==> src/rtl/frog_player_ctrl.sv <==
// Player controller for the grid game: edge-triggered moves, goal/hazard handling,
// score and lives bookkeeping, timed death sequence and game-over hold.
module frog_player_ctrl #(
  parameter int GRID_W       = 20,
  parameter int GRID_H       = 15,
  parameter int COORD_W      = 6,
  parameter int START_X      = 10,
  parameter int START_Y      = 14,
  parameter int SCORE_W      = 7,
  parameter int LIVES        = 3,
  parameter int DEATH_CYCLES = 25_000_000
) (
  input  logic               i_Clk,
  input  logic               i_Reset,
  input  logic               i_Game_Active,
  input  logic               i_Up_Mvt,
  input  logic               i_Down_Mvt,
  input  logic               i_Left_Mvt,
  input  logic               i_Right_Mvt,
  input  logic               i_Hazard,
  input  logic [COORD_W-1:0] i_Col_Count_Div,
  input  logic [COORD_W-1:0] i_Row_Count_Div,
  output logic               o_Draw_Frogger,
  output logic [COORD_W-1:0] o_Frogger_X,
  output logic [COORD_W-1:0] o_Frogger_Y,
  output logic [SCORE_W-1:0] o_Score,
  output logic [2:0]         o_Lives,
  output logic               o_Score_Pulse,
  output logic               o_Death_Pulse,
  output logic               o_Game_Over
);

  localparam int CNT_W = (DEATH_CYCLES > 1) ? $clog2(DEATH_CYCLES) : 1;
  localparam logic [COORD_W-1:0] X0    = COORD_W'(START_X);
  localparam logic [COORD_W-1:0] Y0    = COORD_W'(START_Y);
  localparam logic [COORD_W-1:0] X_MAX = COORD_W'(GRID_W - 1);
  localparam logic [COORD_W-1:0] Y_MAX = COORD_W'(GRID_H - 1);
  localparam logic [2:0]         L0    = 3'(LIVES);
  localparam logic [CNT_W-1:0]   D0    = CNT_W'(DEATH_CYCLES - 1);

  typedef enum logic [1:0] {IDLE, ALIVE, DYING, GAME_OVER} state_t;

  state_t           state;
  logic [3:0]       btn_prev;
  logic [3:0]       btn_now;
  logic [3:0]       btn_rise;
  logic [CNT_W-1:0] death_cnt;

  // Bit order {up, down, left, right}; higher bit wins when several rise together.
  assign btn_now  = {i_Up_Mvt, i_Down_Mvt, i_Left_Mvt, i_Right_Mvt};
  assign btn_rise = btn_now & ~btn_prev;

  always_ff @(posedge i_Clk) begin
    if (i_Reset) begin
      state          <= IDLE;
      o_Frogger_X    <= X0;
      o_Frogger_Y    <= Y0;
      o_Score        <= '0;
      o_Lives        <= L0;
      o_Score_Pulse  <= 1'b0;
      o_Death_Pulse  <= 1'b0;
      o_Draw_Frogger <= 1'b0;
      o_Game_Over    <= 1'b0;
      btn_prev       <= '0;
      death_cnt      <= '0;
    end else begin
      btn_prev       <= btn_now;
      o_Score_Pulse  <= 1'b0;
      o_Death_Pulse  <= 1'b0;
      o_Draw_Frogger <= (state == ALIVE) && (i_Col_Count_Div == o_Frogger_X)
                        && (i_Row_Count_Div == o_Frogger_Y);
      if (!i_Game_Active) begin
        state       <= IDLE;
        o_Frogger_X <= X0;
        o_Frogger_Y <= Y0;
        o_Game_Over <= 1'b0;
      end else begin
        case (state)
          IDLE: begin
            state       <= ALIVE;
            o_Score     <= '0;
            o_Lives     <= L0;
            o_Frogger_X <= X0;
            o_Frogger_Y <= Y0;
          end
          ALIVE: begin
            if (o_Frogger_Y == '0) begin
              if (o_Score != '1) o_Score <= o_Score + SCORE_W'(1);
              o_Score_Pulse <= 1'b1;
              o_Frogger_X   <= X0;
              o_Frogger_Y   <= Y0;
            end else if (i_Hazard) begin
              o_Lives       <= o_Lives - 3'd1;
              o_Death_Pulse <= 1'b1;
              death_cnt     <= D0;
              state         <= DYING;
            end else if (btn_rise[3]) begin
              o_Frogger_Y <= o_Frogger_Y - COORD_W'(1);
            end else if (btn_rise[2]) begin
              if (o_Frogger_Y != Y_MAX) o_Frogger_Y <= o_Frogger_Y + COORD_W'(1);
            end else if (btn_rise[1]) begin
              if (o_Frogger_X != '0) o_Frogger_X <= o_Frogger_X - COORD_W'(1);
            end else if (btn_rise[0]) begin
              if (o_Frogger_X != X_MAX) o_Frogger_X <= o_Frogger_X + COORD_W'(1);
            end
          end
          DYING: begin
            if (death_cnt == '0) begin
              if (o_Lives == 3'd0) begin
                state       <= GAME_OVER;
                o_Game_Over <= 1'b1;
              end else begin
                state       <= ALIVE;
                o_Frogger_X <= X0;
                o_Frogger_Y <= Y0;
              end
            end else begin
              death_cnt <= death_cnt - CNT_W'(1);
            end
          end
          GAME_OVER: begin
            o_Game_Over <= 1'b1;
          end
        endcase
      end
    end
  end

endmodule
==> config.mk <==
export PLATFORM = sky130hd
export DESIGN_NAME = frog_player_ctrl
export DESIGN_NICKNAME = d
export VERILOG_FILES = /design/src/rtl/frog_player_ctrl.sv
export SDC_FILE = /design/constraint.sdc
export NUM_CORES = 1
export LEC_CHECK = 0
export CORE_MARGIN = 5
export CORE_UTILIZATION = 55
export CTS_CLUSTER_SIZE = 10
export DETAILED_ROUTE_END_ITERATION = 6
export GPL_TIMING_DRIVEN = 1
export PLACE_DENSITY = 0.86
export SLEW_MARGIN = 20
export SYNTH_ARGS = -nofsm -noshare
export SYNTH_HDL_FRONTEND = slang
export SYNTH_SLANG_ARGS = --single-unit
==> constraint.sdc <==
create_clock -name i_Clk -period 3.63 [get_ports i_Clk]
set_clock_uncertainty 0.1 [all_clocks]
set_input_delay 0.363 -clock i_Clk [delete_from_list [all_inputs] [get_ports i_Clk]]
set_output_delay 0.363 -clock i_Clk [all_outputs]
set_load 0.02 [all_outputs]
## Word-level counts from Yosys, hierarchy flattened

Cells that the tools add are included.

| operators by class | value |
|---|---|
| bitwise gates (word level) | 4 |
| add/subtract/negate cells | 7 |
| equal/unequal tests | 24 |
| multiplexer cells | 39 |
| reduce and logical (&&, ||, !) cells | 21 |

Operators by type and width:

| operator | count |
|---|---|
| 2-to-1 mux 6 bit | 17 |
| 2-to-1 mux 25 bit | 3 |
| case mux 25 bit (2 select lines) | 1 |
| case mux 6 bit (3 select lines) | 2 |
| logical NOT 25 bit | 1 |
| subtractor 25 x 1 -> 25 bit, second input constant | 1 |
| 2-to-1 mux 7 bit | 2 |
| case mux 7 bit (2 select lines) | 1 |
| adder 6 x 1 -> 6 bit, second input constant | 2 |
| == test 6 bit | 2 |
| inequality test 2 bit, second input constant | 6 |
| inequality test 4 x 2 -> 1 bit, second input constant | 3 |
| AND reduction 4 bit | 3 |
| subtractor 6 x 1 -> 6 bit, second input constant | 2 |
| inequality test 3 x 2 -> 1 bit, second input constant | 3 |
| AND reduction 9 bit | 1 |
| 2-to-1 mux 2 bit | 4 |
| inequality test 4 x 3 -> 1 bit, second input constant | 2 |
| adder 7 x 1 -> 7 bit, second input constant | 1 |
| inequality test 7 bit, second input constant | 1 |
| logical NOT 6 bit | 1 |
| 2-to-1 mux 3 bit | 2 |
| inequality test 6 x 4 -> 1 bit, second input constant | 1 |
| inequality test 6 x 5 -> 1 bit, second input constant | 1 |
| 23 further kinds | 32 |

| word-level totals | value |
|---|---|
| register bits after elaboration | 57 |
| output and inout port bits | 26 |
| logic and storage cells | 106 |
| bits of input ports | 20 |

## Depth between registers and ports, before layout

Gate-level depths: netlist of run 1.

| depth | value |
|---|---|
| word-level depth | 9 |
| mapped depth | 11 |

## Least setup slack after synthesis of run 1

No wires, ideal clock.

| path | value |
|---|---|
| path type | register to register |
| from | reg death_cnt[0] |
| to | reg state[1] |
| buffers on the path | 0 |
| setup slack | 1.110 ns |
| arrival time | 2.352 ns |
| stages on the path, launching flop included | 9 |
| clock period less this slack | 2.520 ns |
| setup time | 0.067 ns |
| cells stage by stage | dfxtp_1 inv_1 ha_1 or4b_2 nor4_4 a21oi_2 or3_4 or3b_1 a21oi_2 |

| between the ends | value |
|---|---|
| cells in the longest elaborated chain, start to end | 3 |

Ends and longest elaborated chain:

| item | line | text |
|---|---|---|
| start, declared | 47 | `logic [CNT_W-1:0] death_cnt;` |
| start signal, assigned | 118 | `death_cnt <= death_cnt - CNT_W'(1);` |
| logical NOT 25 bit | 108 | `if (death_cnt == '0) begin` |
| inequality test 2 bit (no line) | n/a |  |
| AND reduction 4 bit (no line) | n/a |  |
| end signal, assigned | 96 | `state <= DYING;` |
| end signal, assigned | 110 | `state <= GAME_OVER;` |
| end signal, assigned | 113 | `state <= ALIVE;` |
| end, declared | 43 | `state_t state;` |

Every way passes these cells.
A chain may end at the register's enable or synchronous reset.

## Worst setup path in the final report of run 1

| path | value |
|---|---|
| from | reg state[1] |
| to | reg death_cnt[10] |

| between the ends | value |
|---|---|
| cells in the longest elaborated chain, start to end | 3 |

Ends and longest elaborated chain:

| item | line | text |
|---|---|---|
| start signal, assigned | 55 | `state <= IDLE;` |
| start signal, assigned | 73 | `state <= IDLE;` |
| start signal, assigned | 80 | `state <= ALIVE;` |
| == test 2 bit or == test 2 x 1 -> 1 bit (tied branches) | 78 | `case (state)` |
| inequality test 2 bit (no line) or nonzero test 2 bit (tied branches) | n/a |  |
| AND reduction 5 bit (no line) | n/a |  |

Parallel ways exist; a longest one is shown, timed or not.

==> flow_summary.toml, run 1 <==
[run_status]
outcome = "complete, no violations"

[logic_synthesis]
synth_top_flop_cell = "dfxtp_1"
synth.distinct_cells = 56
synth_area_um2 = 3334
synthArstFlopShare_pct = 0
synth.area.top_cells = "dfxtp_1 (34%), xnor2_1 (7.4%), ha_1 (5.6%)"
synth-edff-count = 0
ys_warn_count = 0
syn_inst = 402
yosysSeqAreaShare_pct = 34.22
synth_top_area_share_pct = 34.22
ys_ff_latch = 57
yosysTopAreaCell = "dfxtp_1"
syn_nets = 437
syn_avg_cell_area_um2 = 8.295

[placed_design]
portBuffers = 45
place_congestion = 0.8528
dp_hpwl_mm = 5.632

[sta]
finalSetupViolations = 0
rsz0062_at_grt = "false"
fin_crit_sh_pct = 84.36
hold_viol_final = 0
slew_headroom_pct = 57.14
clock.fmax_mhz = 326.6
worst_slew_pin_slew_ns = 0.6408
setup_tns_ns = 0
final.min_clock_period_ns = 3.062
holdWs_ns = 0.4035
slew_viol_final = 0

[die]
ios = 46
coreArea_um2 = 5921
die-area_um2 = 7719
die_h_um = 87.86
die_width_um = 87.86
initial_core_util_pct = 56.32
placementRows = 28

[setup_path]
cp_slowest_cell = "or3_1"
crit_type = "reg -> reg"
cp.arrival_ns = 3.20
cp-start-kind = "flop"
crit_top_cell = "inv_1"
cp.required_ns = 3.76
rrSetupSlack_ns = 0.57
critical_path.endpoint_type = "flop"
cpPeakStageDelay_ns = 0.64
worstPathCellList = "inv_1 -> ha_1 -> inv_1 -> a21o_1 -> or3_1 -> a2111oi_0 -> xnor2_1 -> nor2_1"
worst-path-max-fanout = 15

[global_routing]
groute.usage.overall_pct = 21.81
grt_max_degree = 20
antenna_found_initial = 0
grt_pass1_wl_mm = 13.43
grt_overflow = 0
grt_pass1_vias = 2941

[clock_tree]
clock-sinks = 57
clk_pin_slew_ns = 0.08
cts_resized = 0
h-tree-depth = 3
cts_tree = "done"
cts_buffers = 9
cts_setup_buffers = 0
cts_hold_buf = 0
clockBufferDepth = 2
root_buffer = "clkbuf_8"
worstSkewPairLatency_ns = 0.35

[drt]
via_per_inst = 6.091
drtAntennaViolNets = 0
vias = 3155
wl_mm = 7.939
post_drt_wl_per_cell_um = 15.33
drt_pre_antenna_iters = 5
drt_iter0_markers = 181
drc = 0

[cells_and_area]
multi_input_area_um2 = 2038
drive_gt1_share_pct = 8.578
nNetsFinal = 473
diodes = 0
seq_area_um2 = 1141
area_growth_pct = 22.78
fill_cells = 456

[hold_path]
hold_path_class = "reg -> reg"

[job]
maxCapViolations = 0

[power_and_ir_drop]
powerDensity_nw_per_um2 = 417.8
ir_drop_v = 0.0003113
power.leakage_uw = 0.001567
==> cell families after synthesis <==
group                    Yosys count  synth area share, %
XOR/XNOR                          35                9.193
AND/OR/NAND/NOR                  169                28.29
buffers and inverters             39                4.653
flip-flops                        57                34.22
multiplexers                       5                1.576
adder cells (fa/ha/maj)           15                5.629
AO/OA/AOI/OAI                     82                16.44
==> worst max-delay path, delay by kind of cell (launching register included) <==
| family | cells | cell delay (ns) |
|---|---|---|
| adder cells (fa/ha/maj) | 1 | 0.42 |
| XOR/XNOR | 1 | 0.19 |
| flip-flops | 1 | 0.35 |
| AND/OR/NAND/NOR | 2 | 0.69 |
| AO/OA/AOI/OAI | 2 | 0.94 |
| buffers and inverters | 2 | 0.27 |
==> report_power, final <==
part	internal (uW)	switching, uW	total [uW]
clock network	562	266	828
registers	641	15.7	656
logic	99.7	126	226
total	1300	408	1710
==> routing by layer <==
metal | up-vias | GRT usage [%] | part of all wire [%]
met2 | 108 | 37.60 | 48
li1 | 1527 | - | -
met1 | 1500 | 26.27 | 43
met4 | 0 | 10.32 | 2.2
met3 | 20 | 3.763 | 6.7
met5 | - | 0 | 0
==> per-stage QoR <==
step | area (um^2) | utilization [%] | power, uW | worst slack [ns] | std cells
after floorplan | 3334 | - | 830.0 | 1.110 | 402
after global placement | 3817 | 64.48 | 886.7 | 0.7649 | 502
after detailed placement | 3817 | 64.48 | 891.8 | 0.6260 | 502
after CTS | 4094 | 69.15 | 1713 | 0.5973 | 518
after global routing | 4094 | 69.15 | 1771 | 0.3535 | 518
final | 4094 | 69.15 | 1711 | 0.5678 | 518
==> state kept, by name (all words and copies together) (netlist names) <==
register,flops
btn_prev,4
death_cnt,25
o_Death_Pulse,1
o_Draw_Frogger,1
o_Frogger_X,6
o_Frogger_Y,6
o_Game_Over,1
o_Lives,3
o_Score,7
o_Score_Pulse,1
state,2
==> placed cells by master (no fill, tap or decap), drive strengths merged, types with 4 or more instances in the layout <==
| master | synthesis | final |
|---|---|---|
| xor2 | 7 | 7 |
| nand2b | 10 | 10 |
| and3 | 5 | 5 |
| a21oi | 33 | 33 |
| nor2b | 9 | 9 |
| nand3 | 10 | 10 |
| nor3 | 15 | 15 |
| a31oi | 4 | 4 |
| clkbuf | 18 | 11 |
| or3 | 10 | 10 |
| inv | 13 | 13 |
| nor2 | 40 | 40 |
| a211oi | 5 | 5 |
| a21o | 5 | 5 |
| o21ai | 9 | 9 |
| nand2 | 26 | 26 |
| bufinv | 0 | 4 |
| o311a | 5 | 5 |
| dfxtp | 57 | 57 |
| nand4 | 13 | 13 |
| ha | 15 | 15 |
| xnor2 | 28 | 28 |
| clkdlybuf4s50 | 0 | 45 |
| nor4 | 9 | 9 |
| or4 | 6 | 6 |
| buf | 8 | 6 |
==> synthesized netlist by cell type, types with 3 or more instances <==
| library cell | number |
|---|---|
| dfxtp_1 | 57 |
| nor2_1 | 40 |
| a21oi_1 | 30 |
| xnor2_1 | 28 |
| nand2_1 | 26 |
| clkbuf_1 | 18 |
| ha_1 | 15 |
| nor3_1 | 14 |
| inv_1 | 13 |
| nand4_1 | 13 |
| nand2b_1 | 10 |
| nand3_1 | 10 |
| nor2b_1 | 9 |
| or3_1 | 9 |
| nor4_1 | 8 |
| o21ai_0 | 8 |
| buf_2 | 7 |
| xor2_1 | 7 |
| a211oi_1 | 5 |
| a21o_1 | 5 |
| and3_1 | 5 |
| o311a_1 | 5 |
| or4_1 | 5 |
| a31oi_1 | 4 |
| a2111oi_0 | 3 |
| a21oi_2 | 3 |
| a311oi_1 | 3 |
| mux2i_1 | 3 |
| nand4b_1 | 3 |
| o211ai_1 | 3 |
| o31ai_1 | 3 |
==> final timing paths <==
path / depth (start not counted) / startpoint / endpoint
worst max-delay path: 8 / state[1] / death_cnt[10]
worst max register to register: 8 / state[1] / death_cnt[10]
worst min-delay path: 2 / o_Score[6] / o_Score[6]
worst min register to register: 2 / o_Score[6] / o_Score[6]
==> layout make-up <==
type / instances / area share [%]
multi-input cells: 306 / 49.79
flip-flops and latches: 57 / 27.87
repair buffers: 51 / 12.10
clock buffers: 11 / 3.698
clock inverters: 5 / 3.056
well taps: 75 / 2.292
inverters: 13 / 1.192
Power figures use the tool's default switching activity.
==> run 2, diff against run 1 <==
==> constraint.sdc (replaced) <==
create_clock -name i_Clk -period 3.2 [get_ports i_Clk]
set_clock_uncertainty 0.1 [all_clocks]
set_input_delay 0.32 -clock i_Clk [delete_from_list [all_inputs] [get_ports i_Clk]]
set_output_delay 0.32 -clock i_Clk [all_outputs]
set_load 0.02 [all_outputs]
==> run 2 against run 1 <==
Die area unchanged. Sequential power grew 14%. Setup slack got worse by 0.37 ns. Largest cell class unchanged. Final area decreased by 2.8%. Cell count fell by 0.19%. Clock power is 31% lower. Routed wire length rose by 0.29%. Via count down 2.0%. Critical endpoint is now death_cnt[23]. Flip-flop and latch count unchanged. Fmax up 2.1%. Critical path depth is the same.
==> flow_summary.toml, run 2 (synthesis results as in run 1) <==
[global_routing]
grt_pass1_vias = 2990
grt_max_degree = 20
groute.usage.overall_pct = 21.67
grt_pass1_wl_mm = 13.31
antenna_found_initial = 0
grt_overflow = 0

[hold_path]
holdPathStages = 2
hold_path_class = "reg -> reg"

[placed_design]
portBuffers = 45
place_congestion = 0.8482
dp_hpwl_mm = 5.656
placed_area_um2 = 3817

[power_and_ir_drop]
powerDensity_nw_per_um2 = 395.7
power.leakage_uw = 0.001516
ir_drop_v = 0.0002710

[sta]
slew_viol_final = 0
hold_viol_final = 0
holdWs_ns = 0.4062
final.min_clock_period_ns = 2.998
finalSetupViolations = 0
setup_tns_ns = 0
clock.fmax_mhz = 333.5
fin_crit_sh_pct = 93.70
rsz0062_at_grt = "false"
worst_slew_pin_slew_ns = 0.6700
slew_headroom_pct = 55.24

[cells_and_area]
top_regs = "death_cnt x25, o_Score x7"
multi_input_area_um2 = 2038
nNetsFinal = 473
area_growth_pct = 19.32
largest-register = "death_cnt"
layout_common_cells = "dfxtp_1 (57), clkdlybuf4s50_1 (45), nor2_1 (40)"
diodes = 0
design_area_um2 = 3979
drive_gt1_share_pct = 8.145
layout_commonest_cell = "dfxtp_1"
largest_register_ffs = 25
seq_area_um2 = 1141
fill_cells = 492

[run_status]
outcome = "complete, no violations"

[drt]
wl_met3_um = 528
wl_met1_mm = 3.513
drtAntennaViolNets = 0
drc = 0
post_drt_wl_per_cell_um = 15.40
vias = 3091
wl_mm = 7.962
drt_pre_antenna_iters = 5
via_per_inst = 5.979
wl_met2_mm = 3.748
top_layer = "met4"
drt_iter0_markers = 256

[die]
initial_core_util_pct = 56.32
die_h_um = 87.86
die-area_um2 = 7719
ios = 46
die_width_um = 87.86
placementRows = 28
coreArea_um2 = 5921

[clock_tree]
clk_pin_slew_ns = 0.06
root_buffer = "clkbuf_8"
cts_hold_buf = 0
cts_setup_buffers = 0
cts_resized = 0
clock-sinks = 57
h-tree-depth = 3
cts_buffers = 9
worstSkewPairLatency_ns = 0.33
cts_tree = "done"
clockBufferDepth = 2

[setup_path]
cp.arrival_ns = 3.11
critical_path.endpoint_type = "flop"
ff2ff_path_depth = 8
crit_type = "reg -> reg"
worst-path-max-fanout = 17
cp-start-kind = "flop"
cp.required_ns = 3.31

[job]
maxCapViolations = 0
==> run 2: layer usage <==
layer / vias up / global-route usage, %
met2: 111 / 36.44
met1: 1442 / 26.37
li1: 1521 / -
met4: 0 / 10.60
met3: 17 / 4.327
met5: - / 0
==> run 2: per-stage QoR <==
stage / worst slack (ns) / instances / util, % / total power [uW]
detailed placement: 0.2970 / 502 / 64.48 / 1014
floorplan: 0.6803 / 402 / - / 941.6
finish: 0.2016 / 517 / 67.20 / 1574
CTS: 0.2643 / 517 / 67.20 / 1581
global placement: 0.5007 / 502 / 64.48 / 1006
global route: 0.04383 / 517 / 67.20 / 1642
==> run 2: final timing paths <==
path              start  slack (ns)       endpoint
max            state[1]        0.20  death_cnt[23]
max reg2reg    state[1]        0.20  death_cnt[23]
min          o_Score[6]        0.41     o_Score[6]
min reg2reg  o_Score[6]        0.41     o_Score[6]
==> run 2: worst max-delay path, cell delays in order, from the launching register on <==
cell       delay, ns
dfxtp_1         0.35
inv_1           0.12
ha_1            0.42
inv_1           0.14
a21o_1          0.19
or3_1           0.61
a2111oi_0       0.68
xnor2_1         0.20
nor2_1          0.06
==> run 2: where the power goes <==
part           switching (uW)  internal, uW  total (uW)
logic                     145           114         258
registers                17.8           727         745
clock network             279           292         571
total                     442          1130        1570
==> run 2: area by class of cell <==
cell class                 count  area share, %
timing repair buffer          51          12.45
clock buffer                  11          3.553
inverter                      13          1.226
sequential                    57          28.68
clock inverter                 4         0.5031
tap                           75          2.358
multi-input combinational    306          51.23
